===== src/rtl/qspi_flash_responder.sv =====
// qspi_flash_responder: slave end of a W25Q-style Fast Read Quad I/O (0xEB) link.
// The flash array is backed by an on-chip memory port (mem_addr/mem_rd/mem_rdata).
// Supports continuous-read mode, in which the command byte is skipped on the next frame.
module qspi_flash_responder #(
  parameter int unsigned AW      = 24,
  parameter int unsigned DUMMY   = 4,
  parameter int unsigned MEM_LAT = 1
) (
  input  logic          spiclk,
  input  logic          reset,
  input  logic          ssn,
  input  logic          sck_en,
  input  logic [3:0]    io_in,
  output logic [3:0]    io_out,
  output logic          io_oe,
  output logic [AW-1:0] mem_addr,
  output logic          mem_rd,
  input  logic [7:0]    mem_rdata,
  output logic          cont_mode,
  output logic          busy
);

  // Counter must reach 7 (command bits) and DUMMY-1 (dummy edges).
  localparam int unsigned CNT_W   = (DUMMY > 8) ? $clog2(DUMMY) : 3;
  localparam logic [7:0]  CMD_QIO = 8'hEB;

  typedef enum logic [2:0] {
    S_IDLE,
    S_CMD,
    S_ADDR,
    S_MODE,
    S_DUMMY,
    S_DATA,
    S_IGNORE
  } state_t;

  state_t             state;
  logic [CNT_W-1:0]   cnt;
  logic [6:0]         cmd_sr;
  logic [19:0]        addr_sr;
  logic [1:0]         mode_bits;
  logic [7:0]         pf_byte;
  logic [3:0]         cur_lo;
  logic               lo_next;
  logic [MEM_LAT-1:0] rd_dly;

  logic [7:0]  cmd_full;
  logic [23:0] addr_full;
  logic [7:0]  byte_now;

  assign cmd_full  = {cmd_sr, io_in[0]};
  assign addr_full = {addr_sr, io_in};
  // Read data arriving this very cycle bypasses the prefetch register so a
  // back-to-back high-nibble edge never sees a stale byte.
  assign byte_now  = rd_dly[MEM_LAT-1] ? mem_rdata : pf_byte;

  // Track outstanding reads and capture returning data into the prefetch register.
  always_ff @(posedge spiclk) begin
    if (reset) begin
      rd_dly  <= '0;
      pf_byte <= 8'h00;
    end else begin
      rd_dly[0] <= mem_rd;
      for (int i = 1; i < int'(MEM_LAT); i++) begin
        rd_dly[i] <= rd_dly[i-1];
      end
      if (rd_dly[MEM_LAT-1]) begin
        pf_byte <= mem_rdata;
      end
    end
  end

  // Protocol FSM: advances only on SCK rising edges while selected.
  always_ff @(posedge spiclk) begin
    if (reset) begin
      state     <= S_IDLE;
      cnt       <= '0;
      cmd_sr    <= 7'h00;
      addr_sr   <= 20'h00000;
      mode_bits <= 2'b00;
      cur_lo    <= 4'h0;
      lo_next   <= 1'b0;
      io_out    <= 4'h0;
      io_oe     <= 1'b0;
      mem_addr  <= '0;
      mem_rd    <= 1'b0;
      cont_mode <= 1'b0;
      busy      <= 1'b0;
    end else begin
      mem_rd <= 1'b0;
      if (ssn) begin
        state   <= S_IDLE;
        cnt     <= '0;
        lo_next <= 1'b0;
        io_oe   <= 1'b0;
        busy    <= 1'b0;
      end else if (sck_en) begin
        case (state)
          S_IDLE: begin
            busy <= 1'b1;
            cnt  <= CNT_W'(1);
            if (cont_mode) begin
              addr_sr <= {16'h0000, io_in};
              state   <= S_ADDR;
            end else begin
              cmd_sr <= {6'b000000, io_in[0]};
              state  <= S_CMD;
            end
          end

          S_CMD: begin
            cmd_sr <= {cmd_sr[5:0], io_in[0]};
            if (cnt == CNT_W'(7)) begin
              cnt   <= '0;
              state <= (cmd_full == CMD_QIO) ? S_ADDR : S_IGNORE;
            end else begin
              cnt <= cnt + CNT_W'(1);
            end
          end

          S_ADDR: begin
            if (cnt == CNT_W'(5)) begin
              mem_addr <= AW'(addr_full);
              mem_rd   <= 1'b1;
              cnt      <= '0;
              state    <= S_MODE;
            end else begin
              addr_sr <= {addr_sr[15:0], io_in};
              cnt     <= cnt + CNT_W'(1);
            end
          end

          S_MODE: begin
            if (cnt == '0) begin
              // First mode nibble carries M[7:4]; M[5:4] select continuous read.
              mode_bits <= io_in[1:0];
              cnt       <= CNT_W'(1);
            end else begin
              cont_mode <= (mode_bits == 2'b10);
              cnt       <= '0;
              state     <= S_DUMMY;
            end
          end

          S_DUMMY: begin
            if (cnt == CNT_W'(DUMMY - 1)) begin
              io_oe    <= 1'b1;
              io_out   <= byte_now[7:4];
              cur_lo   <= byte_now[3:0];
              mem_rd   <= 1'b1;
              mem_addr <= mem_addr + AW'(1);
              lo_next  <= 1'b1;
              cnt      <= '0;
              state    <= S_DATA;
            end else begin
              cnt <= cnt + CNT_W'(1);
            end
          end

          S_DATA: begin
            if (lo_next) begin
              io_out  <= cur_lo;
              lo_next <= 1'b0;
            end else begin
              // Loading a new high nibble also prefetches the byte after it.
              io_out   <= byte_now[7:4];
              cur_lo   <= byte_now[3:0];
              mem_rd   <= 1'b1;
              mem_addr <= mem_addr + AW'(1);
              lo_next  <= 1'b1;
            end
          end

          S_IGNORE: begin
            io_oe <= 1'b0;
          end

          default: begin
            state <= S_IDLE;
          end
        endcase
      end
    end
  end

endmodule

===== config.mk =====
export PLATFORM = sky130hd
export DESIGN_NAME = qspi_flash_responder
export DESIGN_NICKNAME = d
export VERILOG_FILES = /design/src/rtl/qspi_flash_responder.sv
export SDC_FILE = /design/constraint.sdc
export NUM_CORES = 1
export LEC_CHECK = 0
export BUFFER_PORTS_ARGS = -buffer_cell sky130_fd_sc_hd__clkbuf_2
export CAP_MARGIN = 5
export CORE_ASPECT_RATIO = 0.9
export CORE_UTILIZATION = 40
export CTS_BUF_LIST = sky130_fd_sc_hd__clkbuf_4 sky130_fd_sc_hd__clkbuf_8 sky130_fd_sc_hd__clkbuf_16
export CTS_CLUSTER_SIZE = 25
export DETAILED_ROUTE_END_ITERATION = 8
export GPL_TIMING_DRIVEN = 0
export PLACE_DENSITY_LB_ADDON = 0.15
export SLEW_MARGIN = 20
export SYNTH_ARGS = -nofsm -noshare
export SYNTH_HDL_FRONTEND = slang
export SYNTH_SLANG_ARGS = --single-unit

===== constraint.sdc =====
create_clock -name spiclk -period 2.35 [get_ports spiclk]
set_input_delay 0.1175 -clock spiclk [delete_from_list [all_inputs] [get_ports spiclk]]
set_output_delay 0.1175 -clock spiclk [all_outputs]
set_load 0.01 [all_outputs]

==> metrics <==
Hold-fix buffers, CTS=0; upper clock frequency limit=461 MHz; Synth Area in Adders=2.11%; number of global-route vias before repair=3687; maximum level of the CTS H-tree=3; Worst Max-Slew Pin Slew=705 ps; Worst setup EP type=register; vias per cell=5.83; RSZ-0062 raised after global routing=no; critical setup path kind=register to register; Post-DP HPWL=8560 µm; number of antenna violations at the first check in global routing=0; routed length on met1=5830 µm; number of top-level pins=48; Port Buffer Count=46; Layout Utilization=49.1%; sequential fraction of the synthesis area=39.1%; 1st-iter DRT viols=396; routed wl met3=814 µm; Synth-to-Final Area Change=16.9%; clock buffer count from CTS=9; max-capacitance violation count=0; cell types with the highest counts after synthesis=sky130_fd_sc_hd__dfxtp_1, sky130_fd_sc_hd__nor2_1, sky130_fd_sc_hd__a21oi_1; largest stage delay on the critical path=360 ps; Initial Util=42.0%; Core Area=0.00987 mm²; result of the run=finished clean; EDFF count, synth=0; worst-path cell with the longest stage delay=sky130_fd_sc_hd__dfxtp_1; worst path required time=2620 ps; Top Metal Used=met4; maximum number of pins on one net before global-route repair=14; first-pass GRT wire length=19000 µm; Comb pwr share=6.4%; Std-Cell Rows=34; amount of wire on met2 after detailed routing=5180 µm; Nets=575; post-synthesis mux area share=2.90%; headroom to the max-slew limit=53.0%; prevailing post-synth register cell=sky130_fd_sc_hd__dfxtp_1; setup TNS after final layout=0 ps; detailed-route DRC error count=0; number of nets produced by synthesis=518; DIE HEIGHT=98.6 µm; smallest setup slack after layout=180 ps; average instance area after synthesis=8.38 µm²; number of warnings printed during yosys synthesis=0; clock tree skew after final layout=6.12 ps; Pint=2.30 mW; VDD IR-drop max=0.551 mV; synthesized-area fraction occupied by and/or/nand/nor cells=24.8%; power density cells=625 mW/mm²; path type of the worst min-delay path=primary input to register; total clock sinks=81; largest family of logic cells by synthesized area=simple AND/OR/NAND/NOR gates; share of flip-flops with an asynchronous set or reset after synthesis=0%; final-report max-slew violation count=0; total count of hold-check failures in the final report=0; fraction of the mapped netlist area in compound gates=24.6%; Static Leakage=1.67 nW; ranking of synthesized cells by area=sky130_fd_sc_hd__dfxtp_1, sky130_fd_sc_hd__a21oi_1, sky130_fd_sc_hd__nor2_1; per-cell routed wire length=17.5 µm; library cell with the largest summed area after synthesis=sky130_fd_sc_hd__dfxtp_1; GR Util All Layers=23.0%; post-synth cell types=78; Die X=109 µm; vias=3984; Worst Path Arrival=2440 ps; Worst-Skew Late Latency=340 ps; diodes inserted=0; sw frac=24.1%; drt pass-1 iters=5; cells after synthesis=495; register share of total power=45.9%; Detail Route Antenna Nets=0; final count of negative-setup-slack endpoints=0; cell with the most instances after synthesis=sky130_fd_sc_hd__dfxtp_1; Clk pwr share=47.7%; worst slack, placed=1.63 ps; clock tree from TritonCTS=done; cell chain of the critical path=inv_1 -> ha_1 -> and2_2 -> o22a_1 -> o21ai_2 -> buf_2 -> a22oi_1 -> a31oi_1; Netlist Area Pre-Place=0.00415 mm²; root buffer cell=sky130_fd_sc_hd__clkbuf_16; maximum root-to-sink buffer count=2; Die Area=0.0108 mm²; Critical Path Source Type=register; total grt overflow=0; Worst Hold Margin=32.4 ps; xor and xnor fraction of the mapped netlist area=1.69%; fin crit period=2170 ps; switching power summed over all nets=0.729 mW; total routed wirelength=12000 µm; Clk pin slew, worst setup/hold paths=60 ps; routability-driven placement congestion ratio=0.867; Synth Register Bits=81; Filler Cell Count=962; share of post-route cells with drive strength above 1=18.0%; share of the clock period used by the worst path after layout=92.3%; maximum fanout along the worst path=10; number of post-CTS setup repair buffers=0; top-area cell type share of the netlist area=39.1%
path summary, 6_finish.rpt:
path	start	to	slack [ps]	cells after the start
hold / removal	io_in[2]	addr_sr[2]	30	3
hold reg to reg	addr_sr[4]	addr_sr[4]	470	2
setup reg to reg	cnt[1]	mem_addr[12]	180	8
setup / recovery	cnt[1]	mem_addr[12]	180	8
per-stage QoR:
| step | instances | power [mW] | cell area [µm²] |
|---|---|---|---|
| 2_1_floorplan | 495 | 1.54 | 4150 |
| 3_3_place_gp | 667 | 1.61 | 4540 |
| 3_5_place_dp | 667 | 1.61 | 4540 |
| 4_1_cts | 683 | 3.03 | 4840 |
| 5_1_grt | 683 | 3.12 | 4850 |
| 6_report | 683 | 3.03 | 4850 |
cell families (layout without fill, tap and decap cells):
kind of cell | count (synthesis) | in the layout
AND/OR/NAND/NOR | 194 | 194
AO/OA/AOI/OAI | 146 | 146
flip-flops | 81 | 81
buffers and inverters | 47 | 109
multiplexers | 12 | 12
XOR/XNOR | 8 | 8
adder cells (fa/ha/maj) | 7 | 7
registers in the layout, indices dropped and copies added, names as in the netlist:
name       flops
mem_addr      24
state          3
cnt            3
lo_next        1
cont_mode      1
cmd_sr         7
mode_bits      2
io_oe          1
cur_lo         4
pf_byte        8
busy           1
rd_dly         1
mem_rd         1
io_out         4
addr_sr       20
power groups by stage:
stage / Combinational (mW) / Sequential (mW) / Clock, mW
detailed placement: 0.189 / 1.42 / 0
global route: 0.208 / 1.39 / 1.52
CTS: 0.190 / 1.39 / 1.46
global placement: 0.187 / 1.42 / 0
finish: 0.193 / 1.39 / 1.45
floorplan: 0.121 / 1.42 / 0
critical path: cells and delay by family, from the launching register on:
kind	cells	cell delay, ps
fa+ha+maj	1	190
simple gates	1	250
compound gates	4	870
flops	1	360
buf+inv	2	420
per-layer routing:
metal	track usage, %	vias up
li1	-	1931
met4	6.15	0
met3	4.50	9
met2	34.5	143
met1	33.4	1901
met5	0	-
cells in the final DEF, fill, tap and decap left out, types with 7 or more instances in the layout:
master,instances
sky130_fd_sc_hd__nand2_1,48
sky130_fd_sc_hd__buf_2,10
sky130_fd_sc_hd__a31oi_1,8
sky130_fd_sc_hd__clkbuf_2,46
sky130_fd_sc_hd__mux2i_1,12
sky130_fd_sc_hd__o21ai_1,7
sky130_fd_sc_hd__a21oi_1,48
sky130_fd_sc_hd__a211oi_1,10
sky130_fd_sc_hd__nor2_1,56
sky130_fd_sc_hd__nand3_1,28
sky130_fd_sc_hd__clkbuf_16,9
sky130_fd_sc_hd__clkbuf_1,18
sky130_fd_sc_hd__inv_1,11
sky130_fd_sc_hd__dfxtp_1,81
sky130_fd_sc_hd__nor3_1,9
sky130_fd_sc_hd__a22oi_1,16
layout make-up:
class / instances / area, µm² / share of cell area, %
buffer: 34 / 148 / 3.05
clock buffer: 11 / 246 / 5.09
clock inverter: 5 / 55.1 / 1.14
inverter: 13 / 48.8 / 1.01
multi-input combinational: 367 / 2340 / 48.3
sequential: 81 / 1620 / 33.5
tap: 126 / 158 / 3.25
timing repair buffer: 46 / 230 / 4.75
what timing repair did:
| item | 4_1_cts | 5_1_grt |
|---|---|---|
| gates cloned | 0 | 0 |
| setup endpoints to repair | 2 | 13 |
| resized for setup | 1 | 2 |
| pin swaps | 0 | 0 |
(Power assumes the default switching activity.)
